### src/rtl/axis_frame_arbiter.sv
// Round-robin AXI-Stream frame arbiter: one input port owns the registered
// output from its first accepted beat until its tlast beat is accepted.
module axis_frame_arbiter #(
  parameter int PORTS      = 4,
  parameter int DATA_WIDTH = 64,
  parameter int KEEP_WIDTH = DATA_WIDTH / 8
) (
  input  logic                          clk,
  input  logic                          rst_n,
  input  logic [PORTS*DATA_WIDTH-1:0]   input_axis_tdata,
  input  logic [PORTS*KEEP_WIDTH-1:0]   input_axis_tkeep,
  input  logic [PORTS-1:0]              input_axis_tvalid,
  input  logic [PORTS-1:0]              input_axis_tlast,
  input  logic [PORTS-1:0]              input_axis_tuser,
  output logic [PORTS-1:0]              input_axis_tready,
  output logic [DATA_WIDTH-1:0]         output_axis_tdata,
  output logic [KEEP_WIDTH-1:0]         output_axis_tkeep,
  output logic                          output_axis_tvalid,
  output logic                          output_axis_tlast,
  output logic                          output_axis_tuser,
  input  logic                          output_axis_tready,
  output logic                          grant_valid,
  output logic [$clog2(PORTS)-1:0]      grant_port
);

  localparam int PW = $clog2(PORTS);

  localparam logic [0:0] IDLE  = 1'b0;
  localparam logic [0:0] FRAME = 1'b1;

  logic [0:0]            state;
  logic [PW-1:0]         last_port;
  logic [PW-1:0]         sel_port;
  logic                  req_any;
  logic                  out_free;
  logic                  accept;
  logic                  cur_valid;
  logic                  cur_last;
  logic                  cur_user;
  logic [DATA_WIDTH-1:0] cur_data;
  logic [KEEP_WIDTH-1:0] cur_keep;

  function automatic logic [PW-1:0] port_at(input logic [PW-1:0] base,
                                            input int unsigned   off);
    int unsigned v;
    v = (32'(base) + off) % unsigned'(PORTS);
    return PW'(v);
  endfunction

  // First requester strictly after last_port, wrapping; last_port itself is checked last.
  always_comb begin
    sel_port = '0;
    req_any  = 1'b0;
    for (int unsigned k = 1; k <= unsigned'(PORTS); k++) begin
      if (!req_any && input_axis_tvalid[port_at(last_port, k)]) begin
        req_any  = 1'b1;
        sel_port = port_at(last_port, k);
      end
    end
  end

  always_comb begin
    cur_valid = input_axis_tvalid[grant_port];
    cur_last  = input_axis_tlast[grant_port];
    cur_user  = input_axis_tuser[grant_port];
    cur_data  = input_axis_tdata[int'(grant_port)*DATA_WIDTH +: DATA_WIDTH];
    cur_keep  = input_axis_tkeep[int'(grant_port)*KEEP_WIDTH +: KEEP_WIDTH];
  end

  assign out_free = !output_axis_tvalid || output_axis_tready;
  assign accept   = (state == FRAME) && cur_valid && out_free;

  always_comb begin
    input_axis_tready = '0;
    if (state == FRAME && out_free) begin
      input_axis_tready[grant_port] = 1'b1;
    end
  end

  // Frame end drops to IDLE, so the next grant is always at least one cycle later.
  always_ff @(posedge clk or negedge rst_n) begin
    if (!rst_n) begin
      state       <= IDLE;
      grant_valid <= 1'b0;
      grant_port  <= '0;
      last_port   <= PW'(PORTS - 1);
    end else if (state == IDLE) begin
      if (req_any) begin
        state       <= FRAME;
        grant_valid <= 1'b1;
        grant_port  <= sel_port;
      end
    end else begin
      if (accept && cur_last) begin
        state       <= IDLE;
        grant_valid <= 1'b0;
        last_port   <= grant_port;
      end
    end
  end

  always_ff @(posedge clk or negedge rst_n) begin
    if (!rst_n) begin
      output_axis_tvalid <= 1'b0;
      output_axis_tlast  <= 1'b0;
      output_axis_tuser  <= 1'b0;
      output_axis_tdata  <= '0;
      output_axis_tkeep  <= '0;
    end else if (accept) begin
      output_axis_tvalid <= 1'b1;
      output_axis_tlast  <= cur_last;
      output_axis_tuser  <= cur_user;
      output_axis_tdata  <= cur_data;
      output_axis_tkeep  <= cur_keep;
    end else if (output_axis_tready) begin
      output_axis_tvalid <= 1'b0;
    end
  end

endmodule

### config.mk
export PLATFORM = sky130hd
export DESIGN_NAME = axis_frame_arbiter
export DESIGN_NICKNAME = d
export VERILOG_FILES = /design/src/rtl/axis_frame_arbiter.sv
export SDC_FILE = /design/constraint.sdc
export NUM_CORES = 1
export LEC_CHECK = 0
export ABC_AREA = 1
export CORE_AREA = 10 10 142 144
export DETAILED_ROUTE_END_ITERATION = 7
export DIE_AREA = 0 0 152 154
export DONT_BUFFER_PORTS = 1
export HOLD_SLACK_MARGIN = 0.02
export SYNTH_ARGS = -nofsm -noshare
export SYNTH_HDL_FRONTEND = slang
export SYNTH_SLANG_ARGS = --single-unit
### constraint.sdc
create_clock -name clk -period 2.05 [get_ports clk]
set_input_delay 0.5125 -clock clk [delete_from_list [all_inputs] [get_ports clk]]
set_output_delay 0.5125 -clock clk [all_outputs]
set_load 0.01 [all_outputs]
# Word level (Yosys, flattened, before mapping)
# Index checks and enable logic that the tools add are counted.
# W data, S select, Z words.
# word_totals
ff_bits	81
output_inout_bits	82
elab_cells	74
input_bits	303
# op_classes
n_addsub	4
muxes	33
shifts	2
bitwise_logic	1
n_lt_le_gt_ge	6
n_eq_ne	1
n_reduce_logical	18
# op_table
operator	n
$shiftx A256 B9 Y64	1
$shiftx A32 B6 Y8	1
$mux W1	20
$lt A2 B3 Y1 const B	5
$bmux W1 S2	7
$logic_and A1 B1 Y1	8
$mux W2	4
$reduce_and A2 Y1	3
$add A2 B1 Y2 const B	2
$add A2 B2 Y2 const B	2
$logic_not A1 Y1	4
$mux W4	1
$reduce_bool A2 Y1	2
$demux W1 S2	1
$ge A2 B1 Y1 const B	1
$ne A2 B1 Y1 const B	1
$logic_or A1 B1 Y1	1
$not A1 Y1	1

# Logic depth before layout (Yosys ltp)
# depth
depth_word	15
mapped_depth	12
mapped_depth_nobuf	11

# Worst setup path before layout
# OpenSTA, ideal clock, no wires.
# synth_path
path_kind	register -> output
from	register grant_port[0]
to	output input_axis_tready[0]
t_arrival_ns	1.251
required_ns	1.537
stages_incl_launch_ff	5
n_path_buf	3
setup_slack_ns	0.286
path_cell_list	dfrtp_1 > buf_4 > buf_2 > buf_1 > nor3_1
# synth_via
elab_chain_len	5
elab_cells_between_ends	6
cone_classes	2 x order compare; 3 x mux; 1 x reduce/logical
# synth_lines
item	line	rtl
from (decl)	23	output logic [$clog2(PORTS)-1:0] grant_port
from (signal assigned)	91	grant_port <= sel_port;
$lt A2 B3 Y1 (not written as such) or $ge A2 B1 Y1 (tied branches)	76	input_axis_tready[grant_port] = 1'b1;
$logic_and A1 B1 Y1 (not written as such)	76	
$mux W1 (not written as such)	76	
$demux W1 S2 (*)	76	
$mux W4 (*)	75	if (state == FRAME && out_free) begin
to (decl)	15	output logic [PORTS-1:0] input_axis_tready,
# Mark *: on every way between the ends. The rest lies on a longest branch, timed or not.

# Worst setup path in the final report
# layout_path
from	register output_axis_tvalid
to	output input_axis_tready[2]
# layout_via
elab_chain_len	4
# layout_lines
item	line	rtl
from (decl)	18	output logic output_axis_tvalid,
from (signal assigned)	104	output_axis_tvalid <= 1'b0;
from (signal assigned)	110	output_axis_tvalid <= 1'b1;
from (signal assigned)	116	output_axis_tvalid <= 1'b0;
$logic_not A1 Y1	70	assign out_free = !output_axis_tvalid || output_axis_tready;
$logic_or A1 B1 Y1	70	
$logic_and A1 B1 Y1	75	
$mux W4	75	
# Every way passes these cells.

==> flow_metrics.tcl <==
set metrics [dict create \
    die_y_um 154 \
    root_buffer "clkbuf_16" \
    syn_area_per_cell_um2 6.77 \
    synth_seq_cells 81 \
    final.setup.tns_ns 0 \
    synthTopCellsByArea "dfrtp_1 39%, nand2_1 20%, nand3_1 15%" \
    antenna_found_initial 0 \
    clock_skew_ns 0.00803 \
    grt_pass1_wl_um 31000 \
    power_leakage_uw 0.00252 \
    finalCritPeriodShare_pct 96.8 \
    drive_gt1_share_pct 5.66 \
    grt_pass1_vias 5228 \
    max_slew_margin_pct 67.9 \
    core-area_um2 17200 \
    synth_cell_type_count 22 \
    cp_data_arrival_time_ns 1.47 \
    switching_power_uw 4970 \
    synth_largest_area_cell "dfrtp_1" \
    syn_to_final_growth_pct 8.87 \
    nFillCells 1868 \
    htreeDepth 3 \
    crit_family "flip-flops" \
    detail_route.wl_per_cell_um 21.3 \
    gp_congestion 0.850 \
    grt_overflow 0 \
    power.density_nw_per_um2 1850 \
    pin_count 385 \
    dp_hpwl_um 16100 \
    ir_drop_mv 0.698 \
    yosys_warnings 0 \
    cts_tree "yes" \
    design.die.area_um2 23400 \
    critPathMaxFanout 5 \
    rsz0062_at_grt "no" \
    slew_violations 0 \
    violations "negative hold slack" \
    die_w_um 152 \
    numPortBuffers 0 \
    synth.most_common_cell "nand2_1" \
    clkPwrFrac_pct 17.3 \
    holdWs_ns -0.131 \
    clock_sinks 81 \
    synth_fp_nets 1057 \
    synthArstFlopShare_pct 100 \
    path_clk_slew_ns 0.06 \
    cp_cell_sequence "inv_1, o21ai_0, buf_4, nor3_1" \
    status "complete, but fails checks" \
    slowest_stage "dfrtp_1" \
    synthFlopType "dfrtp_1" \
    startpoint_type "register" \
    routed_wl_um 20200 \
    drtIter0Drc 389 \
    synth_top_cells_by_count "274 x nand2_1, 154 x nand3_1, 79 x dfrtp_1" \
    rows 48 \
    via_count 5225 \
    netlist.area_leader.share_pct 38.7 \
    initial_core_util_pct 29.7 \
    p_int_uw 5300 \
    fin_crit_ns 1.98 \
    netlist_area_um2 5100 \
    worstMarginPinSlew_ns 0.478 \
    drc 0 \
    grt_max_degree 82 \
    required_ns 1.54 \
    hold_viol_final 79 \
    vias_per_cell 5.51 \
    hold_class "primary input to async pin" \
    p_seq_share_pct 33.1 \
    dp_slack_ns 0.239 \
    diodes 0 \
    cts_max_path_buffers 2 \
    dr.pass1.iters 6 \
    synth_edf_count 0 \
    p_comb_share_pct 49.6 \
    worstSetupPathType "register to primary output" \
    clk_latency_ns 0.33 \
    power.share.switching_pct 48.4 \
    maxCapViolCount 0 \
    cts_buffers 9 \
    syn_inst 754 \
    setup_viol 0 \
    finalNetCount 1025 \
    crit_buf_inv 2 \
    yosysSeqAreaShare_pct 39.8 \
    fmax_mhz 504 \
    critPathMaxStageDelay_ns 0.43 \
    cp-end-kind "primary output" \
    track_usage_pct 16.5 \
    fin_ws_ns 0.0664 \
    antenna_left 0 \
]
-- per-stage QoR --
stage | total power, uW | instances | utilization, % | hold WS, ns | area (um^2)
2_1_floorplan | 7310 | 754 | - | 0.217 | 5100
3_3_place_gp | 8460 | 936 | 30.4 | 0.220 | 5230
3_5_place_dp | 8550 | 936 | 30.4 | 0.220 | 5230
4_1_cts | 10400 | 949 | 32.3 | -0.153 | 5550
5_1_grt | 11300 | 949 | 32.3 | -0.154 | 5560
6_report | 10300 | 949 | 32.3 | -0.131 | 5560
-- power groups by stage --
stage	Clock (uW)	Combinational [uW]	Sequential [uW]
CTS	1840	5120	3420
floorplan	0	4220	3080
finish	1780	5100	3400
global placement	0	5030	3440
global route	1900	5890	3490
detailed placement	0	5120	3440
-- kinds of logic after synthesis --
logic type	Yosys count	synth area share (%)
AND/OR/NAND/NOR	441	36.5
AO/OA/AOI/OAI	158	15.7
flip-flops	81	39.8
buffers and inverters	74	8.11
-- worst register-to-register path: stages, from the launching register on --
cell and delay [ns]:
dfrtp_4 0.56, nor2_4 0.16, buf_4 0.39, nand2_1 0.09, nand4_1 0.14, nand2_1 0.17, o21ai_0 0.22
-- timing repair --
item / in CTS / in global routing
buffers inserted: 0 / 0
hold endpoints to repair: 80 / 79
resized for setup: 0 / 2
setup endpoints to repair: 0 / 2
-- layout make-up --
class	instances	area, um^2	share of cell area (%)
Multi-Input combinational cell	599	2680	48.2
Sequential cell	81	2030	36.6
Tap cell	225	282	5.07
Clock buffer	9	225	4.05
Timing Repair Buffer	16	183	3.29
Clock inverter	4	95.1	1.71
Inverter	15	58.8	1.06
-- worst paths after layout --
path                            slack (ns)               start  cells after the start                    end
worst min register to register        0.50               state                      2                  state
worst max register to register        0.25       grant_port[0]                      6           last_port[1]
min in group clk                      0.27  output_axis_tready                      1     output_axis_tvalid
worst max-delay path                  0.07  output_axis_tvalid                      4   input_axis_tready[2]
worst min-delay path                 -0.13               rst_n                      0  output_axis_tdata[45]
max in group asynchronous             1.97               rst_n                      0           last_port[0]
-- registers in the layout, indices dropped and copies added, names as in the netlist --
name,count
output_axis_tdata,64
output_axis_tkeep,8
grant_port,2
last_port,2
grant_valid,1
output_axis_tlast,1
output_axis_tuser,1
output_axis_tvalid,1
state,1
-- per-layer routing --
metal | share of wire [%] | global-route usage, % | vias to the layer above
met1 | 37 | 18.5 | 2406
met4 | 1.8 | 5.41 | 0
met5 | 0 | 0 | -
met3 | 11 | 6.44 | 27
li1 | - | - | 2465
met2 | 50 | 27.9 | 327
-- layout by cell type, fill, tap and decap left out, types with 3 or more instances in the layout --
cell type	n
inv_2	3
clkbuf_16	9
inv_1	11
dfrtp_1	78
nand4_1	3
o21ai_1	61
o21ai_0	19
nand3_1	154
nor2_1	6
buf_12	5
buf_4	11
nand2_1	273
bufinv_16	3
a21oi_1	75
No activity file was read; power rests on OpenSTA's default activity.
